$ cat config.mk
export PLATFORM = sky130hd
export DESIGN_NAME = multi_cycle_ctrl
export DESIGN_NICKNAME = d
export VERILOG_FILES = /design/src/rtl/ctrl_pkg.sv /design/src/rtl/ctrl_decode.sv /design/src/rtl/multi_cycle_ctrl.sv
export SDC_FILE = /design/constraint.sdc
export NUM_CORES = 1
export LEC_CHECK = 0
export BUFFER_PORTS_ARGS = -buffer_cell sky130_fd_sc_hd__buf_4
export CAP_MARGIN = 5
export CORE_ASPECT_RATIO = 2
export CORE_MARGIN = 1.5
export CORE_UTILIZATION = 45
export DETAILED_ROUTE_END_ITERATION = 10
export HOLD_SLACK_MARGIN = 0.05
export PLACE_DENSITY_LB_ADDON = 0.08
export SKIP_LAST_GASP = 1
export SLEW_MARGIN = 20
export SYNTH_ARGS = -nofsm -noshare
export SYNTH_HDL_FRONTEND = slang
export SYNTH_SLANG_ARGS = --single-unit
$ cat constraint.sdc
create_clock -name clk -period 8.5 [get_ports clk]
set_input_delay 1.7 -clock clk [delete_from_list [all_inputs] [get_ports clk]]
set_output_delay 1.7 -clock clk [all_outputs]
set_load 0.05 [all_outputs]
$ cat src/rtl/ctrl_pkg.sv
// Shared definitions for the multi-cycle CPU control path.
//   - state_e : FSM phase encoding (also driven on the debug state port)
//   - class_e : instruction class latched in ID
//   - dec_t   : everything the decoder produces for one instruction
//   - opcode / func / ALU_OP / pc_src constants
package ctrl_pkg;

  typedef enum logic [2:0] {
    S_IF   = 3'd0,
    S_ID   = 3'd1,
    S_EX   = 3'd2,
    S_MEM  = 3'd3,
    S_WB   = 3'd4,
    S_HALT = 3'd7
  } state_e;

  // CL_NOP doubles as the "undecodable instruction" class.
  typedef enum logic [2:0] {
    CL_NOP  = 3'd0,
    CL_R    = 3'd1,
    CL_ALUI = 3'd2,
    CL_LW   = 3'd3,
    CL_SW   = 3'd4,
    CL_BR   = 3'd5,
    CL_J    = 3'd6
  } class_e;

  // Opcodes (Inst_code[31:26])
  localparam logic [5:0] OP_RTYPE = 6'b000000;
  localparam logic [5:0] OP_J     = 6'b000010;
  localparam logic [5:0] OP_BEQ   = 6'b000100;
  localparam logic [5:0] OP_BNE   = 6'b000101;
  localparam logic [5:0] OP_ADDI  = 6'b001000;
  localparam logic [5:0] OP_SLTIU = 6'b001011;
  localparam logic [5:0] OP_ANDI  = 6'b001100;
  localparam logic [5:0] OP_ORI   = 6'b001101;
  localparam logic [5:0] OP_XORI  = 6'b001110;
  localparam logic [5:0] OP_LW    = 6'b100011;
  localparam logic [5:0] OP_SW    = 6'b101011;

  // R-type function codes (Inst_code[5:0])
  localparam logic [5:0] FN_ADD  = 6'b100000;
  localparam logic [5:0] FN_SUB  = 6'b100010;
  localparam logic [5:0] FN_AND  = 6'b100100;
  localparam logic [5:0] FN_OR   = 6'b100101;
  localparam logic [5:0] FN_XOR  = 6'b100110;
  localparam logic [5:0] FN_NOR  = 6'b100111;
  localparam logic [5:0] FN_SLTU = 6'b101011;
  localparam logic [5:0] FN_SLLV = 6'b000100;

  // ALU operation codes
  localparam logic [2:0] ALU_AND  = 3'b000;
  localparam logic [2:0] ALU_OR   = 3'b001;
  localparam logic [2:0] ALU_XOR  = 3'b010;
  localparam logic [2:0] ALU_NOR  = 3'b011;
  localparam logic [2:0] ALU_ADD  = 3'b100;
  localparam logic [2:0] ALU_SUB  = 3'b101;
  localparam logic [2:0] ALU_SLTU = 3'b110;
  localparam logic [2:0] ALU_SLLV = 3'b111;

  // Next-PC source
  localparam logic [1:0] PC_SEQ = 2'b00;
  localparam logic [1:0] PC_BR  = 2'b01;
  localparam logic [1:0] PC_JMP = 2'b10;

  typedef struct packed {
    class_e     cls;
    logic [2:0] alu_op;
    logic       imm_s;
    logic       rt_imm_s;
    logic       rd_rt_s;
    logic       alu_mem_s;
    logic       br_ne;      // 1 = bne (taken on ZF=0), 0 = beq
  } dec_t;

endpackage

$ cat src/rtl/ctrl_decode.sv
// Purely combinational instruction decoder.
// Ports:
//   op_i   [5:0] in  opcode field
//   func_i [5:0] in  function field (used only for R-type)
//   dec_o  dec_t out class, ALU_OP and datapath selects
// Any encoding not listed decodes to CL_NOP with all selects 0.
module ctrl_decode
  import ctrl_pkg::*;
(
  input  logic [5:0] op_i,
  input  logic [5:0] func_i,
  output dec_t       dec_o
);

  always_comb begin
    dec_o     = '0;
    dec_o.cls = CL_NOP;
    case (op_i)
      OP_RTYPE: begin
        dec_o.cls = CL_R;
        case (func_i)
          FN_ADD:  dec_o.alu_op = ALU_ADD;
          FN_SUB:  dec_o.alu_op = ALU_SUB;
          FN_AND:  dec_o.alu_op = ALU_AND;
          FN_OR:   dec_o.alu_op = ALU_OR;
          FN_XOR:  dec_o.alu_op = ALU_XOR;
          FN_NOR:  dec_o.alu_op = ALU_NOR;
          FN_SLTU: dec_o.alu_op = ALU_SLTU;
          FN_SLLV: dec_o.alu_op = ALU_SLLV;
          default: dec_o.cls    = CL_NOP;
        endcase
      end
      OP_ADDI, OP_ANDI, OP_ORI, OP_XORI, OP_SLTIU: begin
        dec_o.cls      = CL_ALUI;
        dec_o.rd_rt_s  = 1'b1;
        dec_o.rt_imm_s = 1'b1;
        case (op_i)
          OP_ADDI:  begin dec_o.alu_op = ALU_ADD;  dec_o.imm_s = 1'b1; end
          OP_ANDI:  dec_o.alu_op = ALU_AND;
          OP_ORI:   dec_o.alu_op = ALU_OR;
          OP_XORI:  dec_o.alu_op = ALU_XOR;
          default:  begin dec_o.alu_op = ALU_SLTU; dec_o.imm_s = 1'b1; end
        endcase
      end
      OP_LW, OP_SW: begin
        dec_o.cls       = (op_i == OP_LW) ? CL_LW : CL_SW;
        dec_o.alu_op    = ALU_ADD;
        dec_o.imm_s     = 1'b1;
        dec_o.rd_rt_s   = 1'b1;
        dec_o.rt_imm_s  = 1'b1;
        dec_o.alu_mem_s = (op_i == OP_LW);
      end
      OP_BEQ, OP_BNE: begin
        dec_o.cls    = CL_BR;
        dec_o.alu_op = ALU_SUB;
        dec_o.imm_s  = 1'b1;
        dec_o.br_ne  = (op_i == OP_BNE);
      end
      OP_J: dec_o.cls = CL_J;
      default: dec_o.cls = CL_NOP;
    endcase
  end

endmodule

$ cat src/rtl/multi_cycle_ctrl.sv
// Multi-cycle control FSM for the CPU datapath: IF -> ID -> EX -> MEM -> WB,
// one phase per clock, with a retired-instruction counter.
// Ports:
//   clk, rst (sync, active low), stall (hold current phase)
//   OP, func        instruction fields from the instruction register
//   ZF              ALU zero flag, used by branches in EX
//   pc_write, pc_src, ir_write, Write_Reg, Mem_Write   enables / PC source
//   rd_rt_s, imm_s, rt_imm_s, alu_mem_s, ALU_OP        datapath selects
//   state           current FSM phase (debug)
//   illegal, retire one-cycle pulses
//   instr_cnt       retired-instruction count (wraps)
// Optional build macro: ILLEGAL_HALT_EN -- an undecodable instruction parks the
// FSM in HALT (state 7) until reset instead of retiring as a NOP.
module multi_cycle_ctrl
  import ctrl_pkg::*;
#(
  parameter int CNT_W = 32
) (
  input  logic             clk,
  input  logic             rst,
  input  logic             stall,
  input  logic [5:0]       OP,
  input  logic [5:0]       func,
  input  logic             ZF,
  output logic             pc_write,
  output logic [1:0]       pc_src,
  output logic             ir_write,
  output logic             Write_Reg,
  output logic             Mem_Write,
  output logic             rd_rt_s,
  output logic             imm_s,
  output logic             rt_imm_s,
  output logic             alu_mem_s,
  output logic [2:0]       ALU_OP,
  output logic [2:0]       state,
  output logic             illegal,
  output logic             retire,
  output logic [CNT_W-1:0] instr_cnt
);

  state_e           state_q, state_d;
  dec_t             dec;
  dec_t             lat_q, lat_d;
  logic [CNT_W-1:0] cnt_q, cnt_d;

  // Phase outputs before reset/stall masking
  logic pcw_raw, irw_raw, wr_raw, mw_raw, ill_raw, ret_raw;
  logic run;
  logic br_taken;

  ctrl_decode u_decode (
    .op_i   (OP),
    .func_i (func),
    .dec_o  (dec)
  );

  // A frozen or resetting cycle must not advance or write anything.
  assign run      = rst & ~stall;
  assign br_taken = lat_q.br_ne ? ~ZF : ZF;

  always_comb begin
    state_d = state_q;
    lat_d   = lat_q;
    pcw_raw = 1'b0;
    irw_raw = 1'b0;
    wr_raw  = 1'b0;
    mw_raw  = 1'b0;
    ill_raw = 1'b0;
    ret_raw = 1'b0;
    pc_src  = PC_SEQ;
    case (state_q)
      S_IF: begin
        irw_raw = 1'b1;
        pcw_raw = 1'b1;
        state_d = S_ID;
      end
      S_ID: begin
        lat_d = dec;
        case (dec.cls)
          CL_J: begin
            pcw_raw = 1'b1;
            pc_src  = PC_JMP;
            ret_raw = 1'b1;
            state_d = S_IF;
          end
          CL_NOP: begin
            ill_raw = 1'b1;
`ifdef ILLEGAL_HALT_EN
            state_d = S_HALT;
`else
            ret_raw = 1'b1;
            state_d = S_IF;
`endif
          end
          default: state_d = S_EX;
        endcase
      end
      S_EX: begin
        case (lat_q.cls)
          CL_LW, CL_SW: state_d = S_MEM;
          CL_BR: begin
            if (br_taken) begin
              pcw_raw = 1'b1;
              pc_src  = PC_BR;
            end
            ret_raw = 1'b1;
            state_d = S_IF;
          end
          CL_R, CL_ALUI: state_d = S_WB;
          default: state_d = S_IF;
        endcase
      end
      S_MEM: begin
        if (lat_q.cls == CL_SW) begin
          mw_raw  = 1'b1;
          ret_raw = 1'b1;
          state_d = S_IF;
        end else begin
          // LW: the extra phase absorbs the synchronous memory read.
          state_d = S_WB;
        end
      end
      S_WB: begin
        wr_raw  = 1'b1;
        ret_raw = 1'b1;
        state_d = S_IF;
      end
`ifdef ILLEGAL_HALT_EN
      S_HALT: state_d = S_HALT;
`endif
      default: state_d = S_IF;
    endcase
    if (!run) begin
      state_d = state_q;
      lat_d   = lat_q;
    end
  end

  assign pc_write  = pcw_raw & run;
  assign ir_write  = irw_raw & run;
  assign Write_Reg = wr_raw  & run;
  assign Mem_Write = mw_raw  & run;
  assign illegal   = ill_raw & run;
  assign retire    = ret_raw & run;

  assign cnt_d = cnt_q + CNT_W'(retire);

  always_ff @(posedge clk) begin
    if (!rst) begin
      state_q <= S_IF;
      lat_q   <= '0;
      cnt_q   <= '0;
    end else begin
      state_q <= state_d;
      lat_q   <= lat_d;
      cnt_q   <= cnt_d;
    end
  end

  assign ALU_OP    = lat_q.alu_op;
  assign imm_s     = lat_q.imm_s;
  assign rt_imm_s  = lat_q.rt_imm_s;
  assign rd_rt_s   = lat_q.rd_rt_s;
  assign alu_mem_s = lat_q.alu_mem_s;
  assign state     = state_q;
  assign instr_cnt = cnt_q;

endmodule

==> results of run 1 <==
final cells by class:
| class | count | area share (%) |
|---|---|---|
| Multi-Input combinational cell | 240 | 49.69 |
| Inverter | 2 | 0.2327 |
| Tap cell | 61 | 2.366 |
| Sequential cell | 45 | 27.93 |
| Clock inverter | 3 | 0.5431 |
| Clock buffer | 5 | 3.879 |
| Timing Repair Buffer | 66 | 15.36 |
state kept, by name, indices dropped and copies added, names as in the netlist:
signal,count
imm_s,1
lat_q,4
ALU_OP,3
alu_mem_s,1
state,3
instr_cnt,32
rt_imm_s,1
worst max-delay path by stage:
stage / start / endpoint / slack (ns) / cells after the start
floorplan: OP[2] / retire / 3.05 / 6
global placement: OP[0] / retire / 3.44 / 7
detailed placement: OP[0] / retire / 3.40 / 7
CTS: OP[0] / retire / 3.39 / 7
global route: OP[0] / retire / 3.22 / 7
finish: OP[0] / retire / 3.37 / 7
cell families (layout without fill, tap and decap cells):
logic type / count (synthesis) / count (layout)
compound gates: 56 / 56
mux: 6 / 6
flops: 45 / 45
simple gates: 154 / 154
buf+inv: 25 / 76
xor+xnor: 22 / 22
fa+ha+maj: 2 / 2
layout by cell type (no fill, tap or decap), types with 11 or more instances in the layout:
cell and instances:
and2_1 20, xnor2_1 14, nand2b_1 13, a21oi_1 11, nand4_1 11, nor2_1 12, o21ai_0 16, nand3_1 12
buf_4 66, nand2_1 29, dfxtp_1 45
worst max-delay path: stages:
cell and delay (ns):
buf_4 0.17, nor4_1 0.46, nand2_1 0.13, o311a_1 0.41, a21oi_1 0.14, o21ai_0 0.16
buf_4 0.24
routing by layer:
layer / vias up / part of all wire [%] / track usage [%]
met3: 20 / 3.7 / 4.434
met2: 60 / 54 / 36.02
met4: 0 / 4.2 / 12.09
met1: 1148 / 38 / 21.26
li1: 1219 / - / -
met5: - / 0 / 0
where the power goes:
group          switching, mW  internal, mW
logic                 0.0275        0.0169
registers            0.00186         0.212
clock network         0.0824         0.108
total                  0.112         0.337
==> results.ini, run 1 <==
[run_status]
status=finished clean

[clock_network]
clock_path_buffers=2
cts-root-buf=clkbuf_16
clk_pin_slew_worst_paths_ns=0.06
cts_resized=0
htreeDepth=2
cts_tree=built
clk_latency_ns=0.29
clock-sinks=45
postCtsHoldBufs=0
cts_setup_buffers=0
cts_buffers=5

[yosys]
synth_nets=328
synth_seq_area_share_pct=34.40
synthXorXnorAreaFrac_pct=7.358
yosysMostFrequentCell=dfxtp_1
synth_top_family_by_area=simple AND/OR/NAND/NOR gates
synth.mux.area_fraction_pct=2.341
synth_edf_count=0
yosysTopAreaCell=dfxtp_1
yosys.area_share.simple_pct=36.26
synth_compound_area_share_pct=14.29
ys_warn_count=0
synth_top_area_share_pct=34.40
synth.avg_cell_area_um2=8.448
yosysUniqueCellTypes=56
synth_fa_ha_area_share_pct=0.9556
netlist_instances=310
synth_top_flop_cell=dfxtp_1
async_reset_ff_share_pct=0
ys_seq_elements=45
synth_common_cells=dfxtp_1, nand2_1, and2_1
synth_area_leaders=dfxtp_1, and2_1, xnor2_1
syn_area_um2=2619

[global_route]
grtUsageTotal_pct=20.45
antenna_found_initial=0
grt_pass1_wl_um=10460
grt_remaining_overflow=0
grt_pass1_vias=2327
grt_max_degree=57

[timing]
rsz0062_at_grt=no
fmax_ghz=0.1950
tns_ns=0
post-route-min-period_ns=5.128
finalCritPeriodShare_pct=60.33
maxSlewHeadroom_pct=57.36
tightest_slew_ns=0.6234
slew_viol_final=0
clock_skew_ns=0.003894
fin_hold_ws_ns=0.4643
hold_violations=0
setup_viol=0
setup_ws_ns=3.372

[floorplanning]
dieArea_um2=6314
ios=66
die_height_um=110.9
rows=39
core_um2=5660
die_x_um=56.94
floorplan.initialDensity_pct=46.26

[setup_path]
critical_path.max_fanout=17
required_ns=6.80
timing.rr.end=instr_cnt[22]
arrival_ns=3.43
r2r_start=state[1]
critical_path_class=input port to primary output
end_kind=primary output
start_kind=input port
rrSetupSlack_ns=5.44
r2r_cells=11

[power]
leakage_nw=1.392
power.density_nw_per_um2=139.0
ir_drop_mv=0.1669
power_mw=0.4484

[place]
hpwl_um=4622
post-place-cells=414
portBuffers=65
place.gp.congestion=0.7894
pre_cts_ws_ns=3.404
place_area_um2=3083

[layout]
final_area_um2=3226
fill_cells=550
drive_gt1_share_pct=24.10
fin_util_pct=56.99
syn_to_final_growth_pct=23.17
diodes=0
multi_input_area_um2=1603
nets=378
finalNonFillerCells=422
regArea_um2=900.9

[drt]
viasPerCell=5.799
vias=2447
drtIter0Drc=77
routed_wl_um=6229
drc=0
ant_nets=0
routedWlPerCell_um=14.76
drt_first_pass_iters=4

[worst_hold_path]
holdCritStartpoint=ALU_OP[0]
worstHoldPathCells=2
min_path_type=flip-flop to flip-flop
hold_end=ALU_OP[0]

[run]
maxCapViolations=0

Note: power is estimated with default switching activity, not from simulation.
==> inputs of run 2 (changes only) <==
Settings changed: ABC_AREA set to 1.
Clock period 8.5 ns to 4.1 ns, I/O delays scaled along.
==> run 2 against run 1 <==
Effect of this change: first-iteration DRC count increased by 92%; sequential cell count unchanged; critical path depth increased by 15; cell area increased by 3.4%; via count increased by 16%; cell count increased by 26%; critical path type is now input port to flip-flop; largest cell class unchanged.
==> results.ini, run 2 <==
[run_status]
status=finished clean

[setup_path]
critPathTopFamily=simple AND/OR/NAND/NOR gates
cp_slowest_cell=a31oi_1
critical_path_class=input port to flip-flop
cpMostUsedCell=nor2_1
arrival_ns=3.65
crit_path_cell_trace=buf_4 > nand2_1 > nor2_1 > nand2_1 > nor2_1 > a31oi_1 > nand3_2 > a21oi_1 > nor2_1 > nor2_1 > ha_1 > ha_1 > nand3_2 > nor2_4 > nand3_2 > nor2_4 > nand2_2 > nor2_4 > nand2_2 > nor2_2 > a21oi_1 > o21a_1
start_kind=input port
critical_path.max_fanout=5
end_kind=flip-flop
max_stage_delay_ns=0.23
crit_buf_inv=1
required_ns=4.29

[clock_network]
cts_setup_buffers=0
postCtsHoldBufs=0
cts_tree=built
htreeDepth=2
cts-root-buf=clkbuf_16
clk_pin_slew_worst_paths_ns=0.06
clock-sinks=45
clk_latency_ns=0.29
cts_resized=0
clock_path_buffers=2
cts_buffers=5

[global_route]
antenna_found_initial=0
grt_max_degree=28
grt_remaining_overflow=0
grtUsageTotal_pct=23.72
grt_pass1_vias=2740
grt_pass1_wl_um=11880

[place]
pre_cts_ws_ns=0.3688
hpwl_um=5931
portBuffers=65
place.gp.congestion=0.8966

[timing]
setup_ws_ns=0.6364
rsz0062_at_grt=no
finalCritPeriodShare_pct=84.48
tightest_slew_ns=0.4083
clock_skew_ns=0.005738
tns_ns=0
slew_viol_final=0
hold_violations=0
maxSlewHeadroom_pct=72.57
fmax_ghz=0.2887
setup_viol=0
post-route-min-period_ns=3.464
fin_hold_ws_ns=0.4705

[floorplanning]
rows=39
dieArea_um2=6421
ios=66
die_x_um=57.42
floorplan.initialDensity_pct=46.68
core_um2=5709
die_height_um=111.8

[drt]
viasPerCell=5.342
routed_wl_um=7339
drtIter0Drc=148
routedWlPerCell_um=13.85
drc=0
drt_first_pass_iters=4
ant_nets=0
vias=2831

[power]
power.density_nw_per_um2=275.3
leakage_nw=1.431
ir_drop_mv=0.3332

[yosys]
synth_seq_area_share_pct=33.80
synth_top_area_share_pct=33.80
yosysTopAreaCell=dfxtp_1
synth_nets=420
yosysMostFrequentCell=nand2_1
synth_area_leaders=dfxtp_1, nand2_1, inv_1
ys_warn_count=0
synth_edf_count=0
synth_top_flop_cell=dfxtp_1
ys_seq_elements=45
syn_area_um2=2665
yosysUniqueCellTypes=38
netlist_instances=402
synth.avg_cell_area_um2=6.629
synth_common_cells=nand2_1, inv_1, nor2_1
async_reset_ff_share_pct=0

[layout]
fill_cells=593
drive_gt1_share_pct=22.60
regArea_um2=900.9
largest_reg_flops=32
diodes=0
multi_input_area_um2=1474
layout_commonest_cell=nand2_1
syn_to_final_growth_pct=25.12
nets=486
fin_util_pct=58.40
layout_common_cells=nand2_1, buf_4, inv_1, nor2_1, dfxtp_1

[run]
maxCapViolations=0

[worst_hold_path]
min_path_type=flip-flop to flip-flop

[run 2: cell count changes in the layout (fill, tap and decap cells not counted), sizes merged, moves of 13 or more]
cell    before  now
a21oi       11   28
nor3         6   25
nor2        12   64
nand2       29   78
nand3       13   29
inv          2   62
nand2b      13    0
and2        20    1
[run 2: cell families after synthesis]
group | synth area share, %
xor+xnor | 1.972
flops | 33.80
buf+inv | 10.89
compound gates | 12.54
simple gates | 39.86
fa+ha+maj | 0.9388
[run 2: layout make-up]
class / instances / area share (%)
clock buffers: 7 / 3.977
clock inverters: 1 / 0.2251
inverters: 62 / 6.979
multi-input cells: 286 / 44.20
flip-flops and latches: 45 / 27.02
well taps: 61 / 2.289
repair buffers: 68 / 15.31
[run 2: tightest hold or removal path, delay by kind of cell (launching register included)]
kind | cells | cell delay, ns
and+or+nand+nor | 1 | 0.06
AOI/OAI and AO/OA | 1 | 0.06
DFF | 1 | 0.31
[run 2: routing by layer]
metal / global-route usage (%) / up-vias / share of wire, %
met5: 0 / - / 0
met3: 3.600 / 27 / 4.4
met1: 21.00 / 1275 / 32
li1: - / 1445 / -
met2: 46.29 / 84 / 58
met4: 14.57 / 0 / 5.5
[run 2: worst paths after layout]
path / from / to / slack [ns] / cells past startpoint
max: OP[1] / instr_cnt[30] / 0.64 / 22
min: ALU_OP[1] / ALU_OP[1] / 0.47 / 2
max reg2reg: state[1] / instr_cnt[30] / 1.17 / 18
min reg2reg: ALU_OP[1] / ALU_OP[1] / 0.47 / 2
[run 2: metrics by stage]
step / std cells / power [mW] / area, um^2
final: 530 / 0.9180 / 3334
after global routing: 530 / 0.9440 / 3334
after CTS: 530 / 0.9193 / 3334
after detailed placement: 522 / 0.5325 / 3194
after global placement: 522 / 0.5318 / 3194
after floorplan: 402 / 0.5008 / 2665
[run 2: power breakdown]
part / switching, mW / internal [mW] / total [mW]
Clock: 0.169 / 0.227 / 0.395
Combinational: 0.0536 / 0.0272 / 0.0808
Sequential: 0.00227 / 0.440 / 0.442
